**src/rtl/axi_req_queue_pkg.sv**
```systemverilog
// Shared encodings for the AXI request queue: master bus codes, response codes,
// access sizes, FSM states and the alignment/size-mask helpers.
package axi_req_queue_pkg;

  localparam logic [1:0] RW_NOP   = 2'b00;
  localparam logic [1:0] RW_WRITE = 2'b01;
  localparam logic [1:0] RW_READ  = 2'b10;

  localparam logic [1:0] ERR_OK     = 2'd0;
  localparam logic [1:0] ERR_AXI    = 2'd1;
  localparam logic [1:0] ERR_DECERR = 2'd2;
  localparam logic [1:0] ERR_ALIGN  = 2'd3;

  localparam logic [2:0] SIZE_B = 3'd0;
  localparam logic [2:0] SIZE_H = 3'd1;
  localparam logic [2:0] SIZE_W = 3'd2;
  localparam logic [2:0] SIZE_D = 3'd3;

  typedef enum logic [2:0] {
    S_IDLE,
    S_ISSUE,
    S_WAIT,
    S_CAPTURE,
    S_RESP
  } state_t;

  // Only the low three address bits can make a legal size misaligned.
  function automatic logic misaligned(input logic [2:0] size, input logic [2:0] addr_lo);
    case (size)
      SIZE_B:  misaligned = 1'b0;
      SIZE_H:  misaligned = addr_lo[0] != 1'b0;
      SIZE_W:  misaligned = addr_lo[1:0] != 2'b0;
      SIZE_D:  misaligned = addr_lo != 3'b0;
      default: misaligned = 1'b1;
    endcase
  endfunction

  function automatic logic [63:0] size_mask(input logic [2:0] size);
    case (size)
      SIZE_B:  size_mask = 64'h0000_0000_0000_00FF;
      SIZE_H:  size_mask = 64'h0000_0000_0000_FFFF;
      SIZE_W:  size_mask = 64'h0000_0000_FFFF_FFFF;
      default: size_mask = 64'hFFFF_FFFF_FFFF_FFFF;
    endcase
  endfunction

endpackage

```
**src/rtl/axi_req_queue_sync_fifo.sv**
```systemverilog
// Synchronous FIFO with registered full/empty flags; a push while full is
// dropped regardless of a concurrent pop.
module sync_fifo #(
  parameter int WIDTH = 8,
  parameter int DEPTH = 4
) (
  input  logic             clk,
  input  logic             rst,
  input  logic             push,
  input  logic [WIDTH-1:0] wdata,
  input  logic             pop,
  output logic [WIDTH-1:0] rdata,
  output logic             full,
  output logic             empty
);

  localparam int AW = $clog2(DEPTH);

  logic [WIDTH-1:0] mem [DEPTH];
  logic [AW-1:0]    wptr, rptr;
  logic [AW:0]      cnt, cnt_nxt;
  logic             do_push, do_pop;

  assign do_push = push && !full;
  assign do_pop  = pop && !empty;
  assign rdata   = mem[rptr];

  always_comb begin
    cnt_nxt = cnt;
    if (do_push && !do_pop)      cnt_nxt = cnt + (AW+1)'(1);
    else if (!do_push && do_pop) cnt_nxt = cnt - (AW+1)'(1);
  end

  always_ff @(posedge clk) begin
    if (rst) begin
      wptr  <= '0;
      rptr  <= '0;
      cnt   <= '0;
      full  <= 1'b0;
      empty <= 1'b1;
    end else begin
      if (do_push) wptr <= wptr + AW'(1);
      if (do_pop)  rptr <= rptr + AW'(1);
      cnt   <= cnt_nxt;
      full  <= cnt_nxt == (AW+1)'(DEPTH);
      empty <= cnt_nxt == '0;
    end
  end

  always_ff @(posedge clk) begin
    if (do_push) mem[wptr] <= wdata;
  end

endmodule

```
**src/rtl/axi_req_queue.sv**
```systemverilog
// Buffers core load/store requests, issues them one at a time to
// simple_axi_master and returns tagged responses in order.
module axi_req_queue
  import axi_req_queue_pkg::*;
#(
  parameter int DEPTH = 4,
  parameter int TAG_W = 4
) (
  input  logic             i_clk,
  input  logic             i_rst,
  input  logic             i_req_valid,
  output logic             o_req_ready,
  input  logic             i_req_write,
  input  logic [31:0]      i_req_addr,
  input  logic [63:0]      i_req_wdata,
  input  logic [2:0]       i_req_size,
  input  logic [TAG_W-1:0] i_req_tag,
  output logic             o_rsp_valid,
  input  logic             i_rsp_ready,
  output logic [63:0]      o_rsp_rdata,
  output logic [TAG_W-1:0] o_rsp_tag,
  output logic [1:0]       o_rsp_err,
  output logic [31:0]      o_m_addr,
  output logic [63:0]      o_m_wdata,
  output logic [2:0]       o_m_wsize,
  output logic [1:0]       o_m_rw,
  output logic             o_m_clear_done,
  input  logic [63:0]      i_m_rdata,
  input  logic             i_m_wait,
  input  logic             i_m_done,
  input  logic             i_m_invalid,
  input  logic             i_m_error
);

  localparam int REQ_W = 1 + 32 + 64 + 3 + TAG_W;

  state_t             state, state_nxt;
  logic [REQ_W-1:0]   fifo_rdata;
  logic               fifo_full, fifo_empty, pop;
  logic               h_write, h_bad, wr_q;
  logic [31:0]        h_addr;
  logic [63:0]        h_wdata;
  logic [2:0]         h_size;
  logic [TAG_W-1:0]   h_tag;

  // The FSM already knows when the master is busy, so its wait flag is redundant.
  logic unused_m_wait;
  assign unused_m_wait = i_m_wait;

  sync_fifo #(.WIDTH(REQ_W), .DEPTH(DEPTH)) u_fifo (
    .clk   (i_clk),
    .rst   (i_rst),
    .push  (i_req_valid),
    .wdata ({i_req_write, i_req_addr, i_req_wdata, i_req_size, i_req_tag}),
    .pop   (pop),
    .rdata (fifo_rdata),
    .full  (fifo_full),
    .empty (fifo_empty)
  );

  assign {h_write, h_addr, h_wdata, h_size, h_tag} = fifo_rdata;
  assign h_bad       = misaligned(h_size, h_addr[2:0]);
  assign o_req_ready = !fifo_full;

  always_comb begin
    state_nxt      = state;
    pop            = 1'b0;
    o_m_rw         = RW_NOP;
    o_m_clear_done = 1'b0;
    o_rsp_valid    = 1'b0;
    case (state)
      S_IDLE: if (!fifo_empty) begin
        pop       = 1'b1;
        state_nxt = h_bad ? S_RESP : S_ISSUE;
      end
      S_ISSUE: begin
        o_m_rw    = wr_q ? RW_WRITE : RW_READ;
        state_nxt = S_WAIT;
      end
      S_WAIT: if (i_m_done) state_nxt = S_CAPTURE;
      S_CAPTURE: begin
        o_m_clear_done = 1'b1;
        state_nxt      = S_RESP;
      end
      S_RESP: begin
        o_rsp_valid = 1'b1;
        if (i_rsp_ready) state_nxt = S_IDLE;
      end
      default: state_nxt = S_IDLE;
    endcase
  end

  always_ff @(posedge i_clk) begin
    if (i_rst) state <= S_IDLE;
    else       state <= state_nxt;
  end

  // Rejected requests leave the master bus registers untouched.
  always_ff @(posedge i_clk) begin
    if (i_rst) begin
      wr_q        <= 1'b0;
      o_rsp_tag   <= '0;
      o_rsp_err   <= ERR_OK;
      o_rsp_rdata <= '0;
      o_m_addr    <= '0;
      o_m_wdata   <= '0;
      o_m_wsize   <= '0;
    end else begin
      case (state)
        S_IDLE: if (!fifo_empty) begin
          wr_q        <= h_write;
          o_rsp_tag   <= h_tag;
          o_rsp_rdata <= '0;
          if (h_bad) begin
            o_rsp_err <= ERR_ALIGN;
          end else begin
            o_rsp_err <= ERR_OK;
            o_m_addr  <= h_addr;
            o_m_wdata <= h_wdata;
            o_m_wsize <= h_size;
          end
        end
        // error/invalid are only meaningful in the first done cycle.
        S_WAIT: if (i_m_done) begin
          o_rsp_err <= i_m_invalid ? ERR_DECERR : (i_m_error ? ERR_AXI : ERR_OK);
        end
        S_CAPTURE: begin
          o_rsp_rdata <= (wr_q || o_rsp_err != ERR_OK) ? 64'd0
                                                       : (i_m_rdata & size_mask(o_m_wsize));
        end
        default: ;
      endcase
    end
  end

endmodule
```
**config.mk**
```make
export PLATFORM = sky130hd
export DESIGN_NAME = axi_req_queue
export DESIGN_NICKNAME = d
export VERILOG_FILES = /design/src/rtl/axi_req_queue_pkg.sv /design/src/rtl/axi_req_queue_sync_fifo.sv /design/src/rtl/axi_req_queue.sv
export SDC_FILE = /design/constraint.sdc
export NUM_CORES = 1
export LEC_CHECK = 0
export ABC_CLOCK_PERIOD_IN_PS = 3700
export BUFFER_PORTS_ARGS = -buffer_cell sky130_fd_sc_hd__buf_2
export CAP_MARGIN = 20
export CORE_AREA = 2 2 206 208
export CTS_BUF_LIST = sky130_fd_sc_hd__clkbuf_4
export CTS_CLUSTER_DIAMETER = 80
export DETAILED_ROUTE_END_ITERATION = 8
export DIE_AREA = 0 0 208 210
export MAX_ROUTING_LAYER = met4
export PLACE_DENSITY_LB_ADDON = 0.08
export SLEW_MARGIN = 20
export SYNTH_ARGS = -nofsm -noshare
export SYNTH_HDL_FRONTEND = slang
export SYNTH_HIERARCHICAL = 1
export SYNTH_SLANG_ARGS = --single-unit
```
**constraint.sdc**
```tcl
create_clock -name i_clk -period 3.7 [get_ports i_clk]
set_input_delay 0.74 -clock i_clk [delete_from_list [all_inputs] [get_ports i_clk]]
set_output_delay 0.74 -clock i_clk [all_outputs]
set_load 0.005 [all_outputs]
```
Yosys cells after proc, flatten, opt, wreduce, memory -nomap -nowiden --
Memory sizes are Yosys's and may differ from the RTL's. A register that Yosys moved wholly into a read port is not among the register bits. Cells that the tools add are included.
Storage, ports and cells: flip-flop bits (word level) 182, memory bits (read-only) 0, output and inout bits 174, logic and storage cells 87, latch bits 0, memories kept 1, memory bits (writable) 416
Cells by class: magnitude comparators 0, eq/ne operators 13, multiply operators 0, reduce and logical (&&, ||, !) cells 23, shift-type cells 0, add/sub/neg operators 4, mux-type cells 30, bitwise logic cells 3, div/mod/pow operators 0
Memories:
- u_fifo.mem | depth 4, bits a word 104, rd ports 1, clocked after Yosys merged registers in 1, write ports 1, RTL line axi_req_queue_sync_fifo.sv:19 | logic [WIDTH-1:0] mem [DEPTH];
Operators with widths (count):
- 64-bit two-way mux | 4
- 64-bit case mux with 3 select lines | 1
- 64-bit case mux with 2 select lines | 1
- 64-bit bitwise AND | 1
- 3-bit two-way mux | 6
- 2-bit two-way mux | 8
- 3-bit by 2-bit equality test with 1-bit output, second input constant | 5
- 3-bit case mux with 5 select lines | 1
- 3-bit zero test | 4
- 3-bit by 1-bit equality test with 1-bit output, second input constant | 3
- 3-bit AND reduction | 3
- 2-bit nonzero test | 4
- 1-bit two-way mux | 7
- 3-bit equality test, second input constant | 2
- 2-bit != test, second input constant | 3
- 2-bit by 1-bit adder with 2-bit output, second input constant | 2
- 1-bit logical AND | 4
- 1-bit zero test | 4
- 1-bit case mux with 4 select lines | 1
- 2-bit case mux with 2 select lines | 1
- 2-bit AND reduction | 2
- 3-bit by 1-bit adder with 3-bit output, second input constant | 1
- 3-bit nonzero test | 1
- 3-bit by 1-bit subtractor with 3-bit output, second input constant | 1
- other kinds (2) | 3

Logic depth before layout (Yosys ltp) --
depth in word-level cells 7, depth in mapped cells 11, gate-level depth less buffers 6

By module --
The synthesis kept the hierarchy.
By module, submodules not included:
- sync_fifo | area each 15625.0 µm², seq. area each 12712.2 µm², instances 1, cells each 614
- axi_req_queue | area each 6072.1 µm², seq. area each 3463.3 µm², instances 1, cells each 706

Worst setup path before layout --
OpenSTA, ideal clock, no wires.
path type in2reg, start in i_req_valid, end mem u_fifo/mem[0][0] in the netlist's numbering (enable), data arrival time 3.543 ns, slack -0.318 ns, stages 3, setup time 0.475 ns, cells stage by stage and2b_2 > buf_2 > and2_1
Between the ends: longest elaborated chain between the ends 3
Ends and longest elaborated chain:
- start, declared | RTL line axi_req_queue.sv:11 | input logic i_req_valid,
- 1-bit logical AND | RTL line axi_req_queue_sync_fifo.sv:24 | assign do_push = push && !full;
- 1-bit two-way mux | RTL line axi_req_queue_sync_fifo.sv:51 | if (do_push) mem[wptr] <= wdata;
- 1-bit two-way mux (not written as such) | RTL line axi_req_queue_sync_fifo.sv:51
- end, declared | RTL line axi_req_queue_sync_fifo.sv:19
Every way passes these cells.

==> impl_results.md <==
- Outcome: finished clean
- Initial antenna violation count: 18
- CTS clk-pin slew, worst paths: 0.06 ns
- Slew HR: 0.308
- Met2 GRT Util: 0.377
- Final Cell Area: 0.0260 sq mm
- Die Ht: 210 um
- Final Hold Viols: 0
- Gpl congestion: 0.781
- DP Area: 0.0240 sq mm
- Synthesis-to-finish area growth: 19.9%
- Sw Share: 0.260
- Worst vdd ir: 0.000397 V
- CTS max path bufs: 3
- PortBufs: 348
- TritonCTS clock tree: yes
- Max stage delay on crit path: 0.60 ns
- Vias in the first global route: 13,300
- Worst-margin pin slew: 1.03 ns
- Max cap viols: 0
- Crit Path Max Fanout: 27
- Crit end category: register
- Syn Area/Cell: 16.4 sq um
- Met3 Use GR: 0.0769
- Routed WL: 48,000 um
- Post-DRT Antenna Nets: 0
- Final Setup Violations: 0
- Clock power share: 0.344
- EDFF count, synth: 416
- Pwr dens: 624 mW/mm^2
- Std cell rows: 75
- Gr busiest metal: met2
- DRC: 0
- Multi-input logic area: 0.00505 sq mm
- HPWL after DPL: 28,300 um
- First-pass GRT wire length: 73,600 um
- Pleak: 9.53 nW
- Pint: 12.0 mW
- Clk Latency, worst-skew pair: 0.87 ns
- Wire length per cell: 19.6 um
- Drt pass-1 iters: 5
- Net Count, Synth: 1,502
- Worst EP arrival: 3.68 ns
- Critical Path Slowest Stage Cell: mux4_2
- Setup TNS Final: 0 ns
- Total core area: 0.0415 sq mm
- Num CTS Buffers: 152
- Switching power: 4.22 mW
- Die area: 0.0437 sq mm
- Total track usage: 0.229
- Max H-tree Level: 4
- Worst Setup Start Kind: register
- Power share of the sequential group: 0.498
- Initial Utilization: 0.523
- Buf+Inv Stages, Crit Path: 1
- HP Class: in2reg
- Syn. warnings: 6
- Nets: 1,944
- Post-CTS setup repair buffer count: 0
- Worst hold start: i_req_wdata[33]
- Post-synthesis cell count: 1,320
- Critical path type: reg2reg
- Required @ worst endpoint: 4.46 ns
- IO Pins: 350
- Clock Skew: 0.0491 ns
- Fillcell total: 3,251
- Sink Count: 600
- Register area share after synthesis: 0.746
- F_max: 0.343 GHz
- Share of cells above drive strength 1: 0.395
- FF/Latch Area: 0.0162 sq mm
- CP Cell Sequence: mux4_2 -> o21ai_0 -> o2111a_4 -> buf_4 -> nand2_1 -> a21oi_1
- Met1 usage: 0.258
- Crit path max-delay family: compound AO/OA/AOI/OAI gates
- Min Tclk post-route: 2.91 ns
- Mapped Area: 0.0217 sq mm
- Avg Vias per Cell: 5.26
- Root buf cell: clkbuf_4
- Vias: 12,800
- CTS resizes: 0
- Async S/R FF share, synth: 0
- Synth cell types: 49
- Yosys reg bits: 600
- Horiz. Die Dim: 208 um
- Final worst-path cycle share: 0.788
- Hold-fix buffers at CTS: 0
- Initial DRC count: 850
- RSZ-0062 raised after global routing: no
- Max-slew violations: 0
- Comb pwr share: 0.158
- Post-synth top flop: edfxtp_1
- Gr ovfl total: 0
- Largest net degree at the start of global routing: 80
-- power groups by stage --
stage          sequential [mW]  clock, mW  combinational, mW
2_1_floorplan             8.16          0               1.88
3_3_place_gp              8.20          0               2.60
3_5_place_dp              8.23          0               2.62
4_1_cts                   8.09       5.77               2.63
5_1_grt                   8.14       6.13               2.83
6_report                  8.08       5.58               2.57
-- cell type report --
type                    count  area share
diodes                     17     0.00164
inverters                  10     0.00144
flip-flops and latches    600       0.622
clock buffers             246      0.0710
well taps                 539      0.0259
repair buffers            370      0.0779
clock inverters            32     0.00606
multi-input cells         628       0.194
-- state kept, by name (all words and copies together) (netlist names), 2 cells and up, named ones only --
| register | flops |
|---|---|
| o_rsp_err | 2 |
| o_m_wsize | 3 |
| o_rsp_tag | 4 |
| u_fifo/mem | 416 |
| u_fifo/rptr | 2 |
| o_m_wdata | 64 |
| state | 3 |
| u_fifo/wptr | 2 |
| o_rsp_rdata | 64 |
| o_m_addr | 32 |
| u_fifo/cnt | 3 |
-- cell usage after synthesis (6+ instances only) --
library cell  instances  area share
edfxtp_1            416        0.58
nand2_1             206       0.036
dfxtp_1             184        0.17
a21oi_1             104       0.024
mux4_2              104        0.11
nor2_1               80       0.014
a22oi_1              64       0.022
clkbuf_1             33      0.0057
buf_2                30      0.0069
inv_1                10      0.0017
buf_8                 7      0.0048
buf_4                 6      0.0021
ha_1                  6      0.0035
-- layer usage --
| layer | up-vias | share of wire |
|---|---|---|
| li1 | 6039 | - |
| met1 | 6331 | 0.40 |
| met2 | 411 | 0.51 |
| met3 | 68 | 0.073 |
| met4 | 0 | 0.020 |
| met5 | - | 0 |
-- metrics by stage --
stage / hold WS [ns] / worst slack, ns / total power [mW] / util / instances
5_1_grt: 0.0175 / 0.563 / 17.1 / 0.627 / 2441
4_1_cts: 0.00424 / 0.718 / 16.5 / 0.626 / 2425
2_1_floorplan: 0.453 / 0.840 / 10.0 / - / 1320
3_3_place_gp: 0.439 / 0.769 / 10.8 / 0.578 / 2147
3_5_place_dp: 0.444 / 0.706 / 10.9 / 0.578 / 2147
6_report: 0.0862 / 0.786 / 16.2 / 0.627 / 2442
-- path summary, 6_finish.rpt --
| path | end | slack [ns] | depth (start not counted) |
|---|---|---|---|
| max | o_m_wdata[9] | 0.79 | 6 |
| min | u_fifo/mem[3][40] | 0.09 | 1 |
| max reg2reg | o_m_wdata[9] | 0.79 | 6 |
| min reg2reg | o_m_wdata[56] | 0.45 | 2 |
-- layout by cell type (no fill, tap or decap), types with 4 or more instances in the layout --
cell and instances:
edfxtp_1 416, buf_2 347, clkbuf_4 246, nand2_1 206, dfxtp_1 182, a21oi_1 104
mux4_2 104, nor2_1 80, a22oi_1 64, clkinv_1 23, diode_2 17, buf_4 13
inv_1 10, buf_12 9, ha_1 6, nor3_1 5, mux2i_1 5, xnor2_1 4
and2_4 4
-- cell families after synthesis --
family / after synthesis / synth area share
compound gates: 185 / 0.0524
xor+xnor: 6 / 0.00277
fa+ha+maj: 6 / 0.00346
buf+inv: 92 / 0.0240
flops: 600 / 0.746
mux: 109 / 0.110
simple gates: 322 / 0.0616
-- worst reg2reg max path, delay by kind of cell, from the launching register on --
family                 cells  cell delay [ns]
AND/OR/NAND/NOR            1             0.10
AO/OA/AOI/OAI              3             1.15
buffers and inverters      1             0.41
multiplexers               1             0.60
flip-flops                 1             0.58
Note: power is estimated with default switching activity, not from simulation.
